<file path="config.mk">
export PLATFORM = sky130hd
export DESIGN_NAME = pwr_guard_nch
export DESIGN_NICKNAME = d
export VERILOG_FILES = /design/src/rtl/pwr_guard_pkg.sv /design/src/rtl/pwr_guard_chan.sv /design/src/rtl/pwr_guard_nch.sv
export SDC_FILE = /design/constraint.sdc
export NUM_CORES = 1
export LEC_CHECK = 0
export CORE_UTILIZATION = 59
export CTS_BUF_LIST = sky130_fd_sc_hd__clkbuf_8
export CTS_CLUSTER_SIZE = 24
export DETAILED_ROUTE_END_ITERATION = 8
export PLACE_DENSITY = 0.88
export SLEW_MARGIN = 20
export SYNTH_ARGS = -nofsm -noshare
export SYNTH_HDL_FRONTEND = slang
export SYNTH_SLANG_ARGS = --single-unit
</file>
<file path="constraint.sdc">
create_clock -name clk -period 3.8 [get_ports clk]
set_input_delay 0.76 -clock clk [delete_from_list [all_inputs] [get_ports clk]]
set_output_delay 0.76 -clock clk [all_outputs]
set_load 0.02 [all_outputs]
</file>
<file path="src/rtl/pwr_guard_pkg.sv">
// Shared state and LED-mode definitions for the N-channel power-relay guard.
package pwr_guard_pkg;

  typedef enum logic [2:0] {
    ST_IDLE  = 3'd0,
    ST_ARMED = 3'd1,
    ST_COUNT = 3'd2,
    ST_TRIP  = 3'd3,
    ST_HOLD  = 3'd4
  } chan_state_e;

  typedef enum logic [1:0] {
    LED_OFF  = 2'd0,
    LED_ON   = 2'd1,
    LED_FAST = 2'd2,
    LED_SLOW = 2'd3
  } led_mode_e;

  // LED pattern selected by a channel's state
  function automatic led_mode_e led_mode(input chan_state_e st);
    case (st)
      ST_IDLE:  return LED_OFF;
      ST_ARMED: return LED_ON;
      ST_COUNT: return LED_FAST;
      default:  return LED_SLOW;
    endcase
  endfunction

endpackage

</file>
<file path="src/rtl/pwr_guard_chan.sv">
// One guarded channel: request/overload FSM, overload timer and LED pattern.
module pwr_guard_chan
  import pwr_guard_pkg::*;
#(
  parameter int unsigned TW = 8
) (
  input  logic          clk,
  input  logic          reset,
  input  logic          tick_i,
  input  logic          blink_fast_i,
  input  logic          blink_slow_i,
  input  logic          req_i,
  input  logic          ovl_s_i,
  input  logic          fault_clr_i,
  input  logic [TW-1:0] preload_i,
  output logic          closed_o,
  output logic          trip_o,
  output logic          fault_o,
  output logic          led_o
);

  chan_state_e   state_q, state_d;
  logic [TW-1:0] timer_q, timer_d;
  logic          expire;

  // State and timer registers
  always_ff @(posedge clk) begin
    if (reset) begin
      state_q <= ST_IDLE;
      timer_q <= '1;
    end else begin
      state_q <= state_d;
      timer_q <= timer_d;
    end
  end

  // Next-state and timer update; a fault clear also cancels an expiry on the same clock
  always_comb begin
    state_d = state_q;
    timer_d = timer_q;
    expire  = (state_q == ST_COUNT) && req_i && !ovl_s_i && tick_i && (timer_q == '0);
    if (fault_clr_i && ((state_q == ST_TRIP) || (state_q == ST_HOLD) || expire)) begin
      state_d = ST_IDLE;
    end else begin
      case (state_q)
        ST_IDLE: begin
          timer_d = preload_i;
          if (req_i) state_d = ST_ARMED;
        end
        ST_ARMED: begin
          timer_d = preload_i;
          if (!req_i)        state_d = ST_IDLE;
          else if (!ovl_s_i) state_d = ST_COUNT;
        end
        ST_COUNT: begin
          if (!req_i) begin
            state_d = ST_IDLE;
          end else if (ovl_s_i) begin
            state_d = ST_ARMED;
            timer_d = preload_i;
          end else if (tick_i) begin
            if (timer_q == '0) state_d = ST_TRIP;
            else               timer_d = timer_q - TW'(1);
          end
        end
        ST_TRIP: begin
          if (!req_i) state_d = ST_HOLD;
        end
        ST_HOLD: ;
        default: state_d = ST_IDLE;
      endcase
    end
  end

  // LED pattern mux
  always_comb begin
    led_o = 1'b0;
    case (led_mode(state_q))
      LED_OFF:  led_o = 1'b0;
      LED_ON:   led_o = 1'b1;
      LED_FAST: led_o = blink_fast_i;
      LED_SLOW: led_o = blink_slow_i;
      default:  led_o = 1'b0;
    endcase
  end

  assign closed_o = (state_q == ST_ARMED) || (state_q == ST_COUNT);
  assign trip_o   = (state_q == ST_TRIP);
  assign fault_o  = (state_q == ST_TRIP) || (state_q == ST_HOLD);

endmodule

</file>
<file path="src/rtl/pwr_guard_nch.sv">
// N-channel UUT power-relay guard: input synchronisers, per-channel guards,
// trip gating of the relays and registered outputs.
module pwr_guard_nch
  import pwr_guard_pkg::*;
#(
  parameter int unsigned CH          = 3,
  parameter int unsigned TW          = 8,
  parameter int unsigned GLOBAL_TRIP = 1,
  parameter int unsigned SYNC        = 2
) (
  input  logic             clk,
  input  logic             reset,
  input  logic             tick,
  input  logic             blink_fast,
  input  logic             blink_slow,
  input  logic [CH-1:0]    relay_req,
  input  logic             gnd_req,
  input  logic [CH-1:0]    ovl_ok,
  input  logic [CH*TW-1:0] preload,
  input  logic [CH-1:0]    fault_clr,
  input  logic             emrgcy_off,
  output logic [CH-1:0]    pwr,
  output logic             pwr_gnd,
  output logic [CH-1:0]    led,
  output logic             led_gnd,
  output logic [CH-1:0]    fault,
  output logic             alert,
  output logic             uut_pwr_fail
);

  logic [SYNC-1:0][CH-1:0] ovl_sync_q;
  logic [SYNC-1:0]         emrg_sync_q;
  logic [CH-1:0]           ovl_s;
  logic                    emrg_s;
  logic [CH-1:0]           closed, trip, flt, led_c;
  logic                    any_trip, gate;
  logic [CH-1:0]           pwr_q, led_q, fault_q;
  logic                    pwr_gnd_q, alert_q;

  // Synchronisers; they reset to "no overload" and "emergency off" so the
  // relays stay open until real input values have filled the chain
  always_ff @(posedge clk) begin
    if (reset) begin
      ovl_sync_q  <= '1;
      emrg_sync_q <= '1;
    end else begin
      ovl_sync_q  <= {ovl_sync_q[SYNC-2:0], ovl_ok};
      emrg_sync_q <= {emrg_sync_q[SYNC-2:0], emrgcy_off};
    end
  end

  assign ovl_s  = ovl_sync_q[SYNC-1];
  assign emrg_s = emrg_sync_q[SYNC-1];

  for (genvar i = 0; i < CH; i++) begin : g_chan
    pwr_guard_chan #(.TW(TW)) u_chan (
      .clk          (clk),
      .reset        (reset),
      .tick_i       (tick),
      .blink_fast_i (blink_fast),
      .blink_slow_i (blink_slow),
      .req_i        (relay_req[i]),
      .ovl_s_i      (ovl_s[i]),
      .fault_clr_i  (fault_clr[i]),
      .preload_i    (preload[i*TW +: TW]),
      .closed_o     (closed[i]),
      .trip_o       (trip[i]),
      .fault_o      (flt[i]),
      .led_o        (led_c[i])
    );
  end

  assign any_trip = |trip;
  assign gate     = emrg_s || ((GLOBAL_TRIP != 0) && any_trip);

  // Output registers
  always_ff @(posedge clk) begin
    if (reset) begin
      pwr_q     <= '0;
      pwr_gnd_q <= 1'b0;
      led_q     <= '0;
      fault_q   <= '0;
      alert_q   <= 1'b0;
    end else begin
      pwr_q     <= closed & {CH{~gate}};
      pwr_gnd_q <= gnd_req & ~gate;
      led_q     <= led_c;
      fault_q   <= flt;
      alert_q   <= any_trip;
    end
  end

  assign pwr          = pwr_q;
  assign pwr_gnd      = pwr_gnd_q;
  assign led          = led_q;
  assign led_gnd      = pwr_gnd_q;
  assign fault        = fault_q;
  assign alert        = alert_q;
  assign uut_pwr_fail = alert_q;

endmodule
</file>
==> impl_metrics.py <==
metrics = {
    "status": {
        "outcome": "complete, no violations",
    },
    "clock_network": {
        "cts_tree": "yes",
        "post_cts_resized": 0,
        "ctsHoldBuffers": 0,
        "clock_latency_ps": 310,
        "clk_pin_slew_worst_paths_ps": 100,
        "cts_setup_buffers": 0,
        "cts_buffers": 5,
        "cts.sinks": 52,
        "cts_root_buffer": "clkbuf_8",
        "cts_htree_levels": 2,
        "cts_buffer_depth": 2,
    },
    "route": {
        "vias": 3032,
        "drt-total-wl_mm": 7.18,
        "routedWlPerCell_um": 15.0,
        "via_per_inst": 6.32,
        "drc": 0,
        "drtPass1Iterations": 5,
        "ant_nets": 0,
        "drt_iter0_drc": 248,
    },
    "setup_path": {
        "critPathRequiredTime_ps": 4060,
        "crit_path_max_fanout": 10,
        "crit_type": "input pin to register",
        "cp.arrival_ps": 2760,
        "endpoint_kind": "register",
        "startpoint_type": "input pin",
    },
    "run": {
        "maxCapViolCount": 0,
    },
    "synth": {
        "yosys_register_bits": 52,
        "synth_top_area_share_pct": 33.7,
        "syn_inst": 378,
        "synth.area.top_cells": "dfxtp_1 (34%), nor2_1 (4.6%), o21ai_0 (3.1%), inv_1 (2.6%), a21o_1 (2.4%)",
        "seq_area_frac_synth_pct": 33.7,
        "synth_most_common_cell": "dfxtp_1",
        "synth_cell_type_count": 64,
        "synthFlopType": "dfxtp_1",
        "syn_area_per_cell_um2": 8.17,
        "netlist_top_cells_count": "dfxtp_1 (52), nor2_1 (38), inv_1 (21)",
        "synth_fp_nets": 424,
        "synth_area_um2": 3090,
        "synth_warnings": 0,
        "async_reset_ff_share_pct": 0,
        "synth.largest_area_cell": "dfxtp_1",
        "synth_edf_count": 0,
    },
    "finish": {
        "fin_util_pct": 76.0,
        "antenna_cells": 0,
        "design_area_um2": 3710,
        "fill_cells": 377,
        "nets": 458,
        "final_layout_size_suffix_gt1_share_pct": 8.72,
        "syn2layout_area_growth_pct": 20.1,
    },
    "sta": {
        "max_slew_margin_pct": 43.4,
        "finalClockSkew_ps": 6.91,
        "tightest_slew_ps": 850,
        "post-route-min-period_ps": 2500,
        "layout_setup_ws_ps": 1300,
        "fmax_ghz": 0.400,
        "finalSetupViolCount": 0,
        "whs_ps": 414,
        "post-route-period-util_pct": 65.7,
        "drv_slew": 0,
        "rsz0062_at_grt": "false",
        "tns_ps": 0,
        "hold_viol": 0,
    },
    "pwr": {
        "clock_power_share_pct": 30.9,
        "p_per_area_nw_per_um2": 295,
        "p_sw_mw": 0.304,
        "leakage_nw": 1.32,
        "ir_drop_mv": 0.224,
        "p_int_mw": 0.789,
        "seqPwrFrac_pct": 55.3,
        "combPwrFrac_pct": 13.8,
        "swShare_pct": 27.8,
    },
    "floorplanning": {
        "start_util_pct": 63.3,
        "dieArea_um2": 5520,
        "core-area_um2": 4880,
        "rows": 25,
        "dieHeight_um": 74.3,
        "ios": 53,
        "die_w_um": 74.3,
    },
    "hold_path": {
        "hold_class": "register to register",
    },
    "place": {
        "gp_congestion": 0.845,
        "placed_area_um2": 3600,
        "io_buffers": 52,
        "pre_cts_ws_ps": 1010,
        "dp_hpwl_mm": 5.12,
    },
    "global_routing": {
        "antenna_found_initial": 0,
        "grt_usage_pct": 27.1,
        "grt_max_degree": 43,
        "grt_pass1_wl_mm": 11.8,
        "grt_overflow": 0,
        "grt_pass1_vias": 2687,
    },
}
==> kinds of logic after synthesis <==
group	Yosys count	share of synthesized area, %
buf+inv	51	6.89
mux	2	0.689
xor+xnor	3	0.851
flops	52	33.7
fa+ha+maj	9	3.40
compound gates	120	28.1
simple gates	141	26.3
==> metal layers <==
layer | track usage [%] | vias to the layer above | wire [um]
li1 | - | 1502 | -
met2 | 46.3 | 112 | 3420
met3 | 5.01 | 7 | 404
met1 | 35.3 | 1411 | 3300
met5 | 0 | - | 0
met4 | 6.92 | 0 | 56
==> cell usage in the layout (no fill, tap or decap), types with 5 or more instances in the layout <==
cell type,count
clkbuf_8,5
nand3_1,8
clkdlybuf4s50_1,52
or2_2,9
a21o_1,10
o31ai_1,5
nand2b_1,8
dfxtp_1,52
inv_1,21
o221ai_1,5
nor3_1,15
o21ai_0,19
a311oi_1,7
a21oi_1,14
a211oi_1,8
nand4_1,10
o211ai_1,8
nor2_1,38
a32oi_1,6
ha_1,6
a31oi_1,10
nand2_1,12
==> power groups by stage <==
stage,Combinational (mW),Clock [mW],Sequential (mW)
after global routing,0.165,0.364,0.610
after global placement,0.144,0,0.614
after floorplan,0.0895,0,0.604
final,0.150,0.338,0.605
after CTS,0.150,0.342,0.603
after detailed placement,0.149,0,0.615
==> worst max-delay path: stages <==
cell and delay (ps):
clkdlybuf4s50_1 460, buf_4 160, inv_1 100, a221oi_2 580, and2_0 470, a311o_1 230
==> state kept, by name, indices dropped and copies added (netlist names) <==
signal	flops
alert	1
emrg_sync_q	2
fault	3
g_chan.u_chan.state_q	9
g_chan.u_chan.timer_q	24
led	3
led_gnd	1
ovl_s	3
ovl_sync_q	3
pwr	3
==> final cells by class <==
type | count | area [um2] | area share (%)
Clock buffer | 5 | 68.8 | 1.86
Clock inverter | 3 | 27.5 | 0.742
Inverter | 22 | 82.6 | 2.23
Multi-Input combinational cell | 275 | 1850 | 50.0
Sequential cell | 52 | 1040 | 28.1
Tap cell | 67 | 83.8 | 2.26
Timing Repair Buffer | 56 | 551 | 14.8
==> path summary, 6_finish.rpt <==
kind                               startpoint                           to  slack [ps]  cells after the start
setup / recovery                         tick  g_chan[0].u_chan.timer_q[1]        1300                      6
hold / removal                  ovl_sync_q[1]                     ovl_s[1]         410                      1
setup reg to reg  g_chan[0].u_chan.timer_q[0]  g_chan[0].u_chan.timer_q[1]        1410                      6
hold reg to reg                 ovl_sync_q[1]                     ovl_s[1]         410                      1
==> stage by stage <==
step	total power, mW	cells
after global placement	0.758	472
after CTS	1.09	480
final	1.09	480
after global routing	1.14	480
after floorplan	0.694	378
after detailed placement	0.765	472
(Power assumes the default switching activity.)
==> patch, RTL diff (same flow settings) <==
`TW` is set to 8 in 2 places; all go to 7.
--- a/src/rtl/pwr_guard_chan.sv
+++ b/src/rtl/pwr_guard_chan.sv
@@ -2,7 +2,7 @@
 module pwr_guard_chan
   import pwr_guard_pkg::*;
 #(
-  parameter int unsigned TW = 8
+  parameter int unsigned TW = 7
 ) (
   input  logic          clk,
   input  logic          reset,
--- a/src/rtl/pwr_guard_nch.sv
+++ b/src/rtl/pwr_guard_nch.sv
@@ -4,7 +4,7 @@
   import pwr_guard_pkg::*;
 #(
   parameter int unsigned CH          = 3,
-  parameter int unsigned TW          = 8,
+  parameter int unsigned TW          = 7,
   parameter int unsigned GLOBAL_TRIP = 1,
   parameter int unsigned SYNC        = 2
 ) (
Interface: changed (resized preload); port bits go from 53 to 50. No check against the original RTL was run, so the function may have changed too.
==> patch against the unedited design <==
  * Count of clock-buffer cells in the layout is the same
  * Largest power group unchanged
  * Fmax shrank 0.88%
  * Sequential power shrank 8.1%
  * Area after synthesis decreased by 14%
  * Utilization fell by 0.94 points
  * Final area shrank 12%
  * Critical endpoint is now g_chan[2].u_chan.timer_q[0]
  * Register-to-register slack better by 0.17 ns
  * Setup slack worse by 0.022 ns
  * Highest routed layer unchanged
  * First-iteration DRC count shrank 6.9%
  * Total power down 4.1%
  * Routed wire length decreased by 15%
  * Sequential cell count fell by 3
  * Worst hold slack gained 0.00064 ns
==> patch: results (changes against the unedited design) <==
Status
Outcome: completed (unchanged).

Worst setup path
The launch instance of the worst register-to-register path is g_chan[1].u_chan.timer_q[0] (was g_chan[0].u_chan.timer_q[0]). The critical register-to-register path endpoint is g_chan[1].u_chan.timer_q[5] (was g_chan[0].u_chan.timer_q[1]). The critical path's slowest cell was sky130_fd_sc_hd__clkdlybuf4s50_1 (was sky130_fd_sc_hd__a221oi_2). The setup slack on the worst flop-to-flop path was 1.58 ns (was 1.41 ns). The termination of the worst setup path was g_chan[2].u_chan.timer_q[0] (was g_chan[0].u_chan.timer_q[1]).

The delay of the slowest cell on the worst path is 0.60 ns (was 0.58 ns).

Global routing
The first-pass GRT wire length is 10240 um (was 11840 um). The global-route met1 utilization came to 35.28% (was 35.31%). The met3 capacity usage during global routing is 4.971% (was 5.014%). The global routing usage summed across all routing layers is 25.94% (was 27.09%).

Final layout
Largest registers ranked by flip-flop count: g_chan.u_chan.timer_q (21), g_chan.u_chan.state_q (9) (was g_chan.u_chan.timer_q (24), g_chan.u_chan.state_q (9)). The final net count is 388 (was 458). The number of standard cells in the final layout excluding fillers is 401 (was 480). The number of fillers in the final layout is 317 (was 377).

Detailed routing
The total wire length after detailed routing is 6081 um (was 7181 um). The count of routing violations after the opening detailed-route iteration is 231 (was 248). The vias after detailed routing came to 2498 (was 3032).

The routed length on met2 is 2749 um (was 3420 um).

Min path
The endpoint of the worst hold-timing path is emrg_sync_q[1] (was ovl_s[1]). The launch instance of the worst min-delay path is emrg_sync_q[0] (was ovl_sync_q[1]).

Pwr
The internal power is 0.8002 mW (was 0.7892 mW). The power density of the placed cells is 323.1 mW/mm^2 (was 294.8 mW/mm^2). The largest vdd supply drop is 0.2809 mV (was 0.2243 mV).

Placed design
The placed standard-cell area is 0.003131 mm^2 (was 0.003603 mm^2). The count of buffers from port buffering came to 49 (was 52).

Timing
The final worst hold slack is 0.4148 ns (was 0.4141 ns). The worst clock skew is 0.004292 ns (was 0.006906 ns). The slew at the pin closest to its max-slew limit is 0.6819 ns (was 0.8497 ns).

Synth
The number of distinct library cells after synthesis came to 61 (was 64). The per-instance average area after synthesis is 8.572 um^2 (was 8.166 um^2).
==> patch: cell count changes after synthesis, sizes merged, moves of 5 or more <==
| cell | delta |
|---|---|
| a21o | -7 |
| a31oi | -9 |
| clkbuf | -10 |
| inv | -6 |
| nand4 | -5 |
| nor2 | -5 |
| or4 | -5 |
==> patch: logic make-up (layout without fill, tap and decap cells) <==
group,count (synthesis),after routing,synth area share [%]
multiplexers,3,3,1.181
XOR/XNOR,1,1,0.3307
buffers and inverters,37,77,6.424
AND/OR/NAND/NOR,119,119,26.03
adder cells (fa/ha/maj),6,6,2.551
flip-flops,49,49,37.03
AO/OA/AOI/OAI,94,94,26.45
==> patch: final cells by class <==
cell class / count / area (um^2) / area share, %
clock buffers: 5 / 68.82 / 2.120
clock inverters: 3 / 46.29 / 1.426
inverters: 16 / 60.06 / 1.850
multi-input cells: 223 / 1504 / 46.34
flip-flops and latches: 49 / 980.9 / 30.22
well taps: 52 / 65.06 / 2.005
repair buffers: 53 / 520.5 / 16.04
